File: src/rtl/pipe_seq_ctrl.sv
// pipe_seq_ctrl: central sequencer for the 5-stage pipeline.
// Turns hazard, branch, mem-busy and halt events into per-stage
// write-enable / flush / bubble controls. Runs the
// IDLE -> RUN <-> FREEZE -> DRAIN -> DONE lifecycle.
// Ports:
//   clk_i, rst_i (sync, active-high)
//   start_i, load_use_i, branch_taken_i, mem_busy_i, halt_i
//   pc_we_o, ifid_we_o, ifid_flush_o, idex_bubble_o,
//   exmem_we_o, memwb_we_o (combinational, same-edge)
//   state_o, stall_cnt_o, flush_cnt_o, timeout_err_o, done_o
// Macro PIPE_SEQ_CTRL_PERF_CNT_EN: when defined, the saturating
// stall/flush counters exist; otherwise both outputs read 0.
module pipe_seq_ctrl #(
  parameter int CNT_W        = 32,
  parameter int DRAIN_CYCLES = 3,
  parameter int FREEZE_MAX   = 16
) (
  input  logic             clk_i,
  input  logic             rst_i,
  input  logic             start_i,
  input  logic             load_use_i,
  input  logic             branch_taken_i,
  input  logic             mem_busy_i,
  input  logic             halt_i,
  output logic             pc_we_o,
  output logic             ifid_we_o,
  output logic             ifid_flush_o,
  output logic             idex_bubble_o,
  output logic             exmem_we_o,
  output logic             memwb_we_o,
  output logic [2:0]       state_o,
  output logic [CNT_W-1:0] stall_cnt_o,
  output logic [CNT_W-1:0] flush_cnt_o,
  output logic             timeout_err_o,
  output logic             done_o
);

  localparam logic [2:0] S_IDLE   = 3'd0;
  localparam logic [2:0] S_RUN    = 3'd1;
  localparam logic [2:0] S_FREEZE = 3'd2;
  localparam logic [2:0] S_DRAIN  = 3'd3;
  localparam logic [2:0] S_DONE   = 3'd4;

  localparam int FRZ_W = (FREEZE_MAX < 1) ? 1
                       : $clog2(FREEZE_MAX + 1);
  localparam int DRN_W = (DRAIN_CYCLES < 1) ? 1
                       : $clog2(DRAIN_CYCLES + 1);

  localparam logic [FRZ_W-1:0] FRZ_MAX = FRZ_W'(FREEZE_MAX);
  localparam logic [DRN_W-1:0] DRN_INI = DRN_W'(DRAIN_CYCLES);

  logic [2:0]       state_q, state_d;
  logic [FRZ_W-1:0] frz_q, frz_d;
  logic [DRN_W-1:0] drn_q, drn_d;
  logic             tmo_q, tmo_d;
  logic             done_q, done_d;
  logic             run_rules;
  logic             stall_inc;
  logic             flush_inc;

  always_comb begin
    state_d       = state_q;
    frz_d         = frz_q;
    drn_d         = drn_q;
    tmo_d         = tmo_q;
    run_rules     = 1'b0;
    stall_inc     = 1'b0;
    flush_inc     = 1'b0;
    pc_we_o       = 1'b0;
    ifid_we_o     = 1'b0;
    ifid_flush_o  = 1'b0;
    idex_bubble_o = 1'b0;
    exmem_we_o    = 1'b0;
    memwb_we_o    = 1'b0;

    unique case (state_q)
      S_IDLE: begin
        if (start_i) state_d = S_RUN;
      end
      S_RUN: begin
        if (mem_busy_i) begin
          state_d = S_FREEZE;
          frz_d   = FRZ_W'(1);
        end else begin
          run_rules = 1'b1;
        end
      end
      S_FREEZE: begin
        if (mem_busy_i) begin
          if (frz_q != FRZ_MAX) frz_d = frz_q + FRZ_W'(1);
        end else begin
          frz_d     = '0;
          state_d   = S_RUN;
          run_rules = 1'b1;
        end
      end
      S_DRAIN: begin
        // A busy memory freezes the drain and holds the count.
        if (!mem_busy_i) begin
          idex_bubble_o = 1'b1;
          exmem_we_o    = 1'b1;
          memwb_we_o    = 1'b1;
          drn_d         = drn_q - DRN_W'(1);
          if (drn_q <= DRN_W'(1)) state_d = S_DONE;
        end
      end
      S_DONE: begin
      end
      default: begin
        state_d = S_IDLE;
      end
    endcase

    // Shared by RUN and the release cycle of FREEZE.
    if (run_rules) begin
      exmem_we_o = 1'b1;
      memwb_we_o = 1'b1;
      if (load_use_i) begin
        idex_bubble_o = 1'b1;
        stall_inc     = 1'b1;
      end else if (branch_taken_i) begin
        pc_we_o      = 1'b1;
        ifid_we_o    = 1'b1;
        ifid_flush_o = 1'b1;
        flush_inc    = 1'b1;
      end else if (halt_i) begin
        drn_d   = DRN_INI;
        state_d = (DRAIN_CYCLES == 0) ? S_DONE : S_DRAIN;
      end else begin
        pc_we_o   = 1'b1;
        ifid_we_o = 1'b1;
      end
    end

    if (frz_d == FRZ_MAX) tmo_d = 1'b1;
    done_d = (state_d == S_DONE);
  end

  always_ff @(posedge clk_i) begin
    if (rst_i) begin
      state_q <= S_IDLE;
      frz_q   <= '0;
      drn_q   <= '0;
      tmo_q   <= 1'b0;
      done_q  <= 1'b0;
    end else begin
      state_q <= state_d;
      frz_q   <= frz_d;
      drn_q   <= drn_d;
      tmo_q   <= tmo_d;
      done_q  <= done_d;
    end
  end

`ifdef PIPE_SEQ_CTRL_PERF_CNT_EN
  logic [CNT_W-1:0] stall_cnt_q, stall_cnt_d;
  logic [CNT_W-1:0] flush_cnt_q, flush_cnt_d;

  // Saturate at all-ones rather than wrap.
  always_comb begin
    stall_cnt_d = stall_cnt_q;
    flush_cnt_d = flush_cnt_q;
    if (stall_inc && (stall_cnt_q != '1))
      stall_cnt_d = stall_cnt_q + CNT_W'(1);
    if (flush_inc && (flush_cnt_q != '1))
      flush_cnt_d = flush_cnt_q + CNT_W'(1);
  end

  always_ff @(posedge clk_i) begin
    if (rst_i) begin
      stall_cnt_q <= '0;
      flush_cnt_q <= '0;
    end else begin
      stall_cnt_q <= stall_cnt_d;
      flush_cnt_q <= flush_cnt_d;
    end
  end

  assign stall_cnt_o = stall_cnt_q;
  assign flush_cnt_o = flush_cnt_q;
`else
  logic unused_perf;
  assign unused_perf = stall_inc ^ flush_inc;
  assign stall_cnt_o = '0;
  assign flush_cnt_o = '0;
`endif

  assign state_o       = state_q;
  assign timeout_err_o = tmo_q;
  assign done_o        = done_q;

endmodule
File: config.mk
export PLATFORM = sky130hd
export DESIGN_NAME = pipe_seq_ctrl
export DESIGN_NICKNAME = d
export VERILOG_FILES = /design/src/rtl/pipe_seq_ctrl.sv
export SDC_FILE = /design/constraint.sdc
export NUM_CORES = 1
export LEC_CHECK = 0
export CAP_MARGIN = 10
export CORE_MARGIN = 1
export CORE_UTILIZATION = 37
export CTS_CLUSTER_SIZE = 28
export DETAILED_ROUTE_END_ITERATION = 7
export GPL_ROUTABILITY_DRIVEN = 0
export HOLD_SLACK_MARGIN = 0.12
export PLACE_DENSITY = 0.81
export SYNTH_ARGS = -nofsm -noshare
export SYNTH_HDL_FRONTEND = slang
export SYNTH_SLANG_ARGS = --single-unit
File: constraint.sdc
create_clock -name clk_i -period 2.1 [get_ports clk_i]
set_clock_uncertainty 0.2 [all_clocks]
set_input_delay 0.315 -clock clk_i [delete_from_list [all_inputs] [get_ports clk_i]]
set_output_delay 0.315 -clock clk_i [all_outputs]
set_load 0.02 [all_outputs]
==> impl_metrics.json <==
{
  "period_minus_slack_ns": 2.05,
  "antenna_cells": 0,
  "vias": 952,
  "cts_tree": "built",
  "finalNonFillerCells": 236,
  "dr.pass1.iters": 4,
  "fin_nets": 202,
  "synth_compound_area_share_pct": 13.9,
  "wire_per_inst_um": 8.41,
  "cts_max_level": 1,
  "ir_worst_vdd_uv": 232,
  "crit_path_end_kind": "output port",
  "holdBufCountCts": 0,
  "vias_per_cell": 4.03,
  "min_path_type": "flip-flop to flip-flop",
  "p_total_mw": 0.620,
  "synthAdderAreaFrac_pct": 2.85,
  "avgSynthCellArea_um2": 7.85,
  "final_common_cell": "conb_1",
  "drt-total-wl_mm": 1.99,
  "status": "complete, no violations",
  "die_h_um": 61.7,
  "first_global_vias": 726,
  "grt_first_pass_wirelength_mm": 3.08,
  "period_share_pct": 97.7,
  "clkTransAtPathRegs_ns": 0.07,
  "die_w_um": 61.7,
  "antenna_found_initial": 0,
  "io_buffers": 17,
  "fin_util_pct": 40.3,
  "grtUsageTotal_pct": 11.1,
  "critPathMaxFanout": 11,
  "placed_area_um2": 1330,
  "cts_made_buffers": 3,
  "hold_viol": 0,
  "core_um2": 3360,
  "clockRootBuffer": "clkbuf_4",
  "synth.top_cells.by_area": "buf_4 (39%), dfxtp_1 (18%), a21oi_1 (3.8%), ha_1 (2.8%), inv_1 (2.8%)",
  "drive_gt1_share_pct": 15.3,
  "clk-insertion-delay-late_ns": 0.28,
  "synth.top_cell.area_share_pct": 38.7,
  "powerDensity_nw_per_um2": 457,
  "ys_types": 39,
  "initial_core_util_pct": 39.2,
  "fmax_mhz": 488,
  "synth-simple-area-share_pct": 16.9,
  "required_ns": 1.58,
  "netlist_area_um2": 1320,
  "grt_setup_unrepaired": "yes",
  "syn_inst": 168,
  "synth-seq-area-share_pct": 18.2,
  "synth_seq_cells": 12,
  "crit_type": "primary input to output port",
  "synthMuxAreaShare_pct": 2.37,
  "ys.warnings.count": 0,
  "setup_violations": 0,
  "clk_path_buf_depth": 2,
  "gr-total-overflow": 0,
  "arrival_ns": 1.54,
  "cts_setup_buffers": 0,
  "synth_top_family_by_area": "buffers and inverters",
  "stdcell_area_um2": 1360,
  "final_cell_mix": "conb_1 (64), dfxtp_1 (12), clkdlybuf4s50_1 (11), buf_4 (11)",
  "place_inst": 233,
  "tns_ns": 0,
  "ant_nets": 0,
  "dr.first_iter.drc_count": 15,
  "cap_violations": 0,
  "synth.largest_area_cell": "buf_4",
  "hpwl_mm": 1.55,
  "leakagePower_nw": 0.626,
  "grt_max_degree": 15,
  "maxSlewViolCount": 0,
  "placement_rows": 21,
  "pin_count": 82,
  "die_area_um2": 3810,
  "cts_sinks": 12,
  "drc": 0,
  "syn2layout_area_growth_pct": 2.75,
  "synth_xor_area_share_pct": 1.99,
  "startpoint_type": "primary input"
}
-- worst max-delay path, cell delays in order --
cell and delay, ns:
clkdlybuf4s50_1 0.43, buf_4 0.19, nor3_1 0.24, dlygate4sd1_1 0.35
-- cells in the mapped netlist --
cell / number
a221o_1: 1
a31oi_2: 1
o221ai_1: 1
nand2_1: 6
a221oi_1: 1
and3b_1: 1
a22oi_1: 1
nand4bb_4: 1
buf_6: 1
nor2_1: 5
a21oi_1: 10
nor2b_1: 4
dfxtp_1: 12
a211oi_1: 1
o21ai_0: 6
xor2_1: 1
nand2b_1: 1
clkbuf_1: 1
buf_2: 2
or2_1: 1
nand4_1: 1
and2_1: 2
inv_1: 10
mux2i_1: 2
nor3b_1: 1
xnor2_1: 2
conb_1: 1
o21a_1: 2
mux2_2: 1
nor4_1: 2
nor3_2: 1
nand3_1: 4
nor3_1: 5
ha_1: 3
a31o_2: 2
and2b_1: 1
buf_4: 68
or3_1: 1
o32ai_2: 1
-- repair_timing --
| item | 4_1_cts | 5_1_grt |
|---|---|---|
| endpoints found under the setup margin | 6 | 6 |
| pin swaps | 0 | 1 |
| gates cloned | 0 | 0 |
| gates resized for setup | 15 | 11 |
-- logic make-up (layout without fill, tap and decap cells) --
kind of cell,after synthesis,in the layout
adders and majority gates,3,3
AOI/OAI and AO/OA,27,27
xor gates and xnor gates,3,3
buffers and inverters,82,41
other,1,64
DFF,12,12
muxes,3,3
and+or+nand+nor,37,37
-- layer usage --
metal / vias up / share of wire, % / global-route usage, %
li1: 469 / - / -
met3: 2 / 6.9 / 4.55
met1: 438 / 39 / 12.7
met4: 0 / 0.50 / 2.86
met5: - / 0 / 0
met2: 43 / 53 / 19.2
-- stage by stage --
| stage | hold WS, ns | setup slack (ns) |
|---|---|---|
| final | 0.280 | 0.0493 |
| after global routing | 0.302 | -0.0328 |
| after CTS | 0.286 | 0.00122 |
| after detailed placement | 0.275 | -0.369 |
| after global placement | 0.258 | -0.421 |
| after floorplan | 0.187 | 0.00647 |
-- final timing paths --
| kind | from | end | slack [ns] | cells after the start |
|---|---|---|---|---|
| min reg2reg | timeout_err_o$_SDFFE_PP0N_ | timeout_err_o$_SDFFE_PP0N_ | 0.28 | 2 |
| min | timeout_err_o$_SDFFE_PP0N_ | timeout_err_o$_SDFFE_PP0N_ | 0.28 | 2 |
| max | mem_busy_i | memwb_we_o | 0.05 | 4 |
| max reg2reg | frz_q[1]$_SDFF_PP0_ | timeout_err_o$_SDFFE_PP0N_ | 0.13 | 7 |
-- state kept, by name, summed over array words and instances, names as in the netlist --
name           cells
done_o             1
drn_q              2
timeout_err_o      1
frz_q              5
state_o            3
-- where the power goes --
part / internal [mW] / total [mW] / switching [mW] / leakage (nW)
logic: 0.0674 / 0.238 / 0.171 / 0.515
registers: 0.234 / 0.239 / 0.00416 / 0.0973
clock network: 0.0665 / 0.143 / 0.0766 / 0.0138
-- area by class of cell --
cell class | count | area, um^2
multi-input combinational | 137 | 767
clock buffer | 3 | 22.5
fill | 358 | 2010
sequential | 12 | 240
inverter | 10 | 37.5
timing repair buffer | 28 | 230
tap | 46 | 57.6
Power figures use the tool's default switching activity.
==> RTL edit 1 (same settings) <==
The parameter `FREEZE_MAX` goes from 16 to 32.
--- a/src/rtl/pipe_seq_ctrl.sv
+++ b/src/rtl/pipe_seq_ctrl.sv
@@ -14,5 +14,5 @@
   parameter int CNT_W        = 32,
   parameter int DRAIN_CYCLES = 3,
-  parameter int FREEZE_MAX   = 16
+  parameter int FREEZE_MAX   = 32
 ) (
   input  logic             clk_i,
Function: same outputs for any inputs over 10 cycles, from zero or initial values and one cycle with rst_i high; that may be too few to reach the edited logic, so the function may still have changed.
==> RTL edit 1 against the unedited design <==
  * Wire length is 15% higher
  * Synthesized area is 2.8% higher
  * Worst setup slack better by 0.041 ns
  * Global-route usage is 0.59 points lower
  * Fmax is 2.0% higher
  * Total power is 17% higher
  * First-iteration DRC count is 100% higher
  * Cell area is 13% higher
  * Combinational power is 28% higher
  * Core utilization is 4.5 points higher
  * Via count is 10% higher
  * Sequential cell count is 1 higher
==> RTL edit 1: results <==
group,metric,value,unit
run_status,status,"complete, no violations",
logic_synthesis,ys_top_cells_by_area,"buf_4 37%, dfxtp_1 19%, a21oi_1 3.0%",
logic_synthesis,synth_xor_area_share,2.59,%
cts,htree_num_levels,1,
cts,clock-sinks,13,
grt,grt_pass1_vias,754,
grt,antenna_found_initial,0,
grt,grt-ovfl-total,0,
worst_setup_path,critPathLaunch,"frz_q[0]$_SDFF_PP0_",
worst_setup_path,crit_path_max_fanout,3,
logic_synthesis,synth.area.mux_share,0,%
cts,postCtsSetupBuffers,0,
logic_synthesis,ys_seq_area_share,19.2,%
drt,routed_wl,2.29,mm
worst_setup_path,worstReg2RegEnd,"timeout_err_o$_SDFFE_PP0N_",
worst_setup_path,end_kind,"flip-flop",
final_layout,regMostFlops,"frz_q",
grt,grt_pass1_wl,3.34,mm
worst_setup_path,crit_path_top_delay_cell,"or3b_4",
worst_setup_path,crit_path_max_incr_delay,0.41,ns
worst_setup_path,crit_arrival,2.01,ns
power_and_ir_drop,leakage,0.680,nW
cts,cts-root-buf,"clkbuf_4",
placed_design,place_hpwl,1.74,mm
logic_synthesis,synth-compound-area-share,14.4,%
final_layout,drive_gt1_share,22.4,%
worst_setup_path,r2r_setup_slack,0.09,ns
cts,clk_path_buf_depth,2,
logic_synthesis,yosys.area_share.adder,1.85,%
hold_path,min_path_type,"flip-flop to flip-flop",
logic_synthesis,synth-main-ff-cell,"dfxtp_1",
final_layout,num_antenna_cells,0,
cts,path_clk_slew,0.08,ns
logic_synthesis,async_reset_ff_share,0,%
cts,post_cts_resized,16,
placed_design,port_buffers,17,
cts,numCtsBuffers,3,
grt,grt_max_degree,16,
drt,drtIter0Drc,30,
logic_synthesis,synth_commonest_cells,"67 x buf_4, 13 x dfxtp_1, 8 x a21oi_1, 8 x nor2_1, 7 x inv_1",
final_layout,largest_register_ffs,6,
logic_synthesis,synth.distinct_cells,39,
drt,dr.pass1.iters,4,
grt,track_usage,10.5,%
drt,num_vias,1049,
worst_setup_path,crit_family,"simple AND/OR/NAND/NOR gates",
run,drv_cap,0,
power_and_ir_drop,peakVddDrop,125,uV
logic_synthesis,ys_warn_count,0,
final_layout,final_nets,211,
==> RTL edit 1: through the flow <==
| stage | hold WS (ns) | setup TNS (ns) | std cells | worst slack, ns | cell area, sq um |
|---|---|---|---|---|---|
| 3_3_place_gp | 0.259 | -2.36 | 241 | -0.414 | 1440 |
| 5_1_grt | 0.319 | -0.0124 | 247 | -0.0124 | 1530 |
| 3_5_place_dp | 0.266 | -2.54 | 241 | -0.440 | 1440 |
| 4_1_cts | 0.281 | 0 | 245 | 0.00300 | 1470 |
| 6_report | 0.281 | 0 | 247 | 0.0903 | 1530 |
| 2_1_floorplan | 0.187 | -0.0121 | 232 | -0.0121 | 1600 |
==> RTL edit 1: metal layers <==
metal	up-vias	GRT usage, %	part of all wire (%)
met5	-	0	0
met3	5	2.01	5.7
met4	0	6.10	1.8
met1	483	12.6	43
met2	53	17.4	49
li1	508	-	-
==> RTL edit 1: power by group <==
group / internal (mW) / switching, mW
registers: 0.255 / 0.00805
logic: 0.112 / 0.194
clock network: 0.0708 / 0.0845
==> RTL edit 1: cells by family after synthesis <==
family,after synthesis
xor+xnor,4
simple gates,43
flops,13
compound gates,27
buf+inv,79
fa+ha+maj,2
other cells,1
==> RTL edit 1: worst min-delay path by stage <==
| stage | startpoint | end | slack, ns | depth (start not counted) |
|---|---|---|---|---|
| after global routing | timeout_err_o$_SDFFE_PP0N_ | timeout_err_o$_SDFFE_PP0N_ | 0.32 | 2 |
| after CTS | timeout_err_o$_SDFFE_PP0N_ | timeout_err_o$_SDFFE_PP0N_ | 0.28 | 2 |
| after global placement | timeout_err_o$_SDFFE_PP0N_ | timeout_err_o$_SDFFE_PP0N_ | 0.26 | 2 |
| after floorplan | rst_i | frz_q[0]$_SDFF_PP0_ | 0.19 | 1 |
| after detailed placement | timeout_err_o$_SDFFE_PP0N_ | timeout_err_o$_SDFFE_PP0N_ | 0.27 | 2 |
| final | timeout_err_o$_SDFFE_PP0N_ | timeout_err_o$_SDFFE_PP0N_ | 0.28 | 2 |
==> RTL edit 1: worst reg2reg max path: cells and delay by family, from the launching register on <==
| kind | cells | cell delay [ns] |
|---|---|---|
| buffers and inverters | 1 | 0.07 |
| flip-flops | 1 | 0.34 |
| AO/OA/AOI/OAI | 2 | 0.35 |
| adder cells (fa/ha/maj) | 1 | 0.12 |
| AND/OR/NAND/NOR | 3 | 0.84 |
==> RTL edit 1: area by class of cell <==
cell class | count | area (sq um)
Clock inverter | 1 | 5.00
Tap cell | 46 | 57.6
Fill cell | 341 | 1890
Clock buffer | 3 | 22.5
Inverter | 7 | 28.8
Sequential cell | 13 | 263
Timing Repair Buffer | 37 | 309
Multi-Input combinational cell | 140 | 845
==> RTL edit 2 (config.mk and constraints unchanged) <==
Without the edit above. Register the output `timeout_err_o` once more, with the module's reset; this adds one clock of latency there. The other outputs are not delayed to match.
--- a/src/rtl/pipe_seq_ctrl.sv
+++ b/src/rtl/pipe_seq_ctrl.sv
@@ -187,5 +187,11 @@
 
   assign state_o       = state_q;
-  assign timeout_err_o = tmo_q;
+  always_ff @(posedge clk_i) begin
+    if (rst_i) begin
+      timeout_err_o <= '0;
+    end else begin
+      timeout_err_o <= tmo_q;
+    end
+  end
   assign done_o        = done_q;
 
Function: no difference found for any inputs over 10 cycles, from zero or initial values and one cycle with rst_i high; that may be too few to reach the edited logic, so the function may still have changed.
==> RTL edit 2 against the unedited design <==
  * Wire length decreased by 6.1%
  * Sequential power up 11%
  * Non-clock buffer count is 2 higher
  * Cell area barely moved
  * Sequential share of layout area increased by 1.5 points
  * Total power rose by 15%
  * Critical path depth grew 1
  * Sequential cell count is 1 higher
  * Synthesized cell count shrank 6.5%
  * Worst setup slack better by 0.0044 ns
  * Synthesized area down 2.1%
  * Core utilization rose by 0.28 points
  * Via count fell by 5.1%
  * Largest cell class unchanged
  * Largest power group is now combinational logic
==> RTL edit 2: results <==
group,metric,value,unit
run_status,status,"complete, no violations",
placed_design,place_hpwl,1.53,mm
worst_setup_path,worstReg2RegStart,"frz_q[0]$_SDFF_PP0_",
grt,grt_pass1_wl,2.90,mm
logic_synthesis,synth_commonest_cells,"67 x buf_4, 13 x dfxtp_1, 9 x nor2_1",
worst_setup_path,crit_path_max_incr_delay,0.36,ns
worst_setup_path,crit_family,"simple AND/OR/NAND/NOR gates",
grt,use_met2,16.5,%
worst_setup_path,worstReg2RegEnd,"tmo_q$_SDFFE_PP0N_",
final_layout,fillCellCount,351,
worst_setup_path,crit_path_max_fanout,4,
grt,track_usage,10.4,%
sta,holdWs,0.270,ns
grt,grt_pass1_vias,697,
drt,drtIter0Drc,44,
logic_synthesis,synth.distinct_cells,40,
hold_path,hp-start,"tmo_q$_SDFFE_PP0N_",
cts,clk_latency,0.26,ns
power_and_ir_drop,peakVddDrop,149,uV
drt,dr_wl_met3,162,um
power_and_ir_drop,leakage,0.658,nW
logic_synthesis,syn_area_per_cell,8.22,sq um
logic_synthesis,ys_top_cells_by_area,"buf_4 39%, dfxtp_1 20%, ha_1 2.9%",
hold_path,holdPathStages,1,
final_layout,final_nets,194,
grt,use_met3,2.52,%
drt,routed_wl,1.86,mm
drt,vias_per_cell,3.94,
RTL edit 2: cell types whose count changed in the layout (fill, tap and decap cells not counted), sizes merged, moves of 2 or more:
| cell | delta |
|---|---|
| nor2 | +5 |
| inv | -4 |
| nand2 | -4 |
| clkbuf | +3 |
| nor3 | -3 |
| a31o | -2 |
| and4bb | +2 |
| dlygate4sd1 | -2 |
| nand3 | -2 |
| nor2b | +2 |
| o21ai | -2 |
RTL edit 2: worst max path at each step:
stage	startpoint	to	slack, ns	cells after the start
global route	state_o[1]$_SDFF_PP0_	ifid_flush_o	-0.007	5
floorplan	state_o[1]$_SDFF_PP0_	pc_we_o	-0.01	5
detailed placement	mem_busy_i	ifid_flush_o	-0.29	5
finish	state_o[1]$_SDFF_PP0_	ifid_flush_o	0.05	5
CTS	state_o[1]$_SDFF_PP0_	ifid_flush_o	-0.02	5
global placement	mem_busy_i	ifid_flush_o	-0.26	5
RTL edit 2: power breakdown:
part	switching, mW	internal [mW]
Clock	0.0703	0.0734
Combinational	0.205	0.0965
Sequential	0.00925	0.257
Total	0.285	0.427
RTL edit 2: cells by family after synthesis:
family	Yosys count	synth area share, %
AOI/OAI and AO/OA	22	11.3
xor gates and xnor gates	3	2.04
adders and majority gates	3	2.91
buffers and inverters	77	42.6
DFF	13	20.2
muxes	3	2.42
other	1	0.290
and+or+nand+nor	35	18.2
RTL edit 2: layout make-up:
type                    count  area (sq um)  share of cell area [%]
clock buffers               4          26.3                    1.94
inverters                   6          22.5                    1.66
multi-input cells         130           741                    54.7
flip-flops and latches     13           260                    19.2
well taps                  46          57.6                    4.25
repair buffers             30           246                    18.2
RTL edit 2: what timing repair did:
item                       in CTS  in global routing
gates resized for setup        12                 10
setup buffers                   0                  1
setup endpoints to repair       6                  7
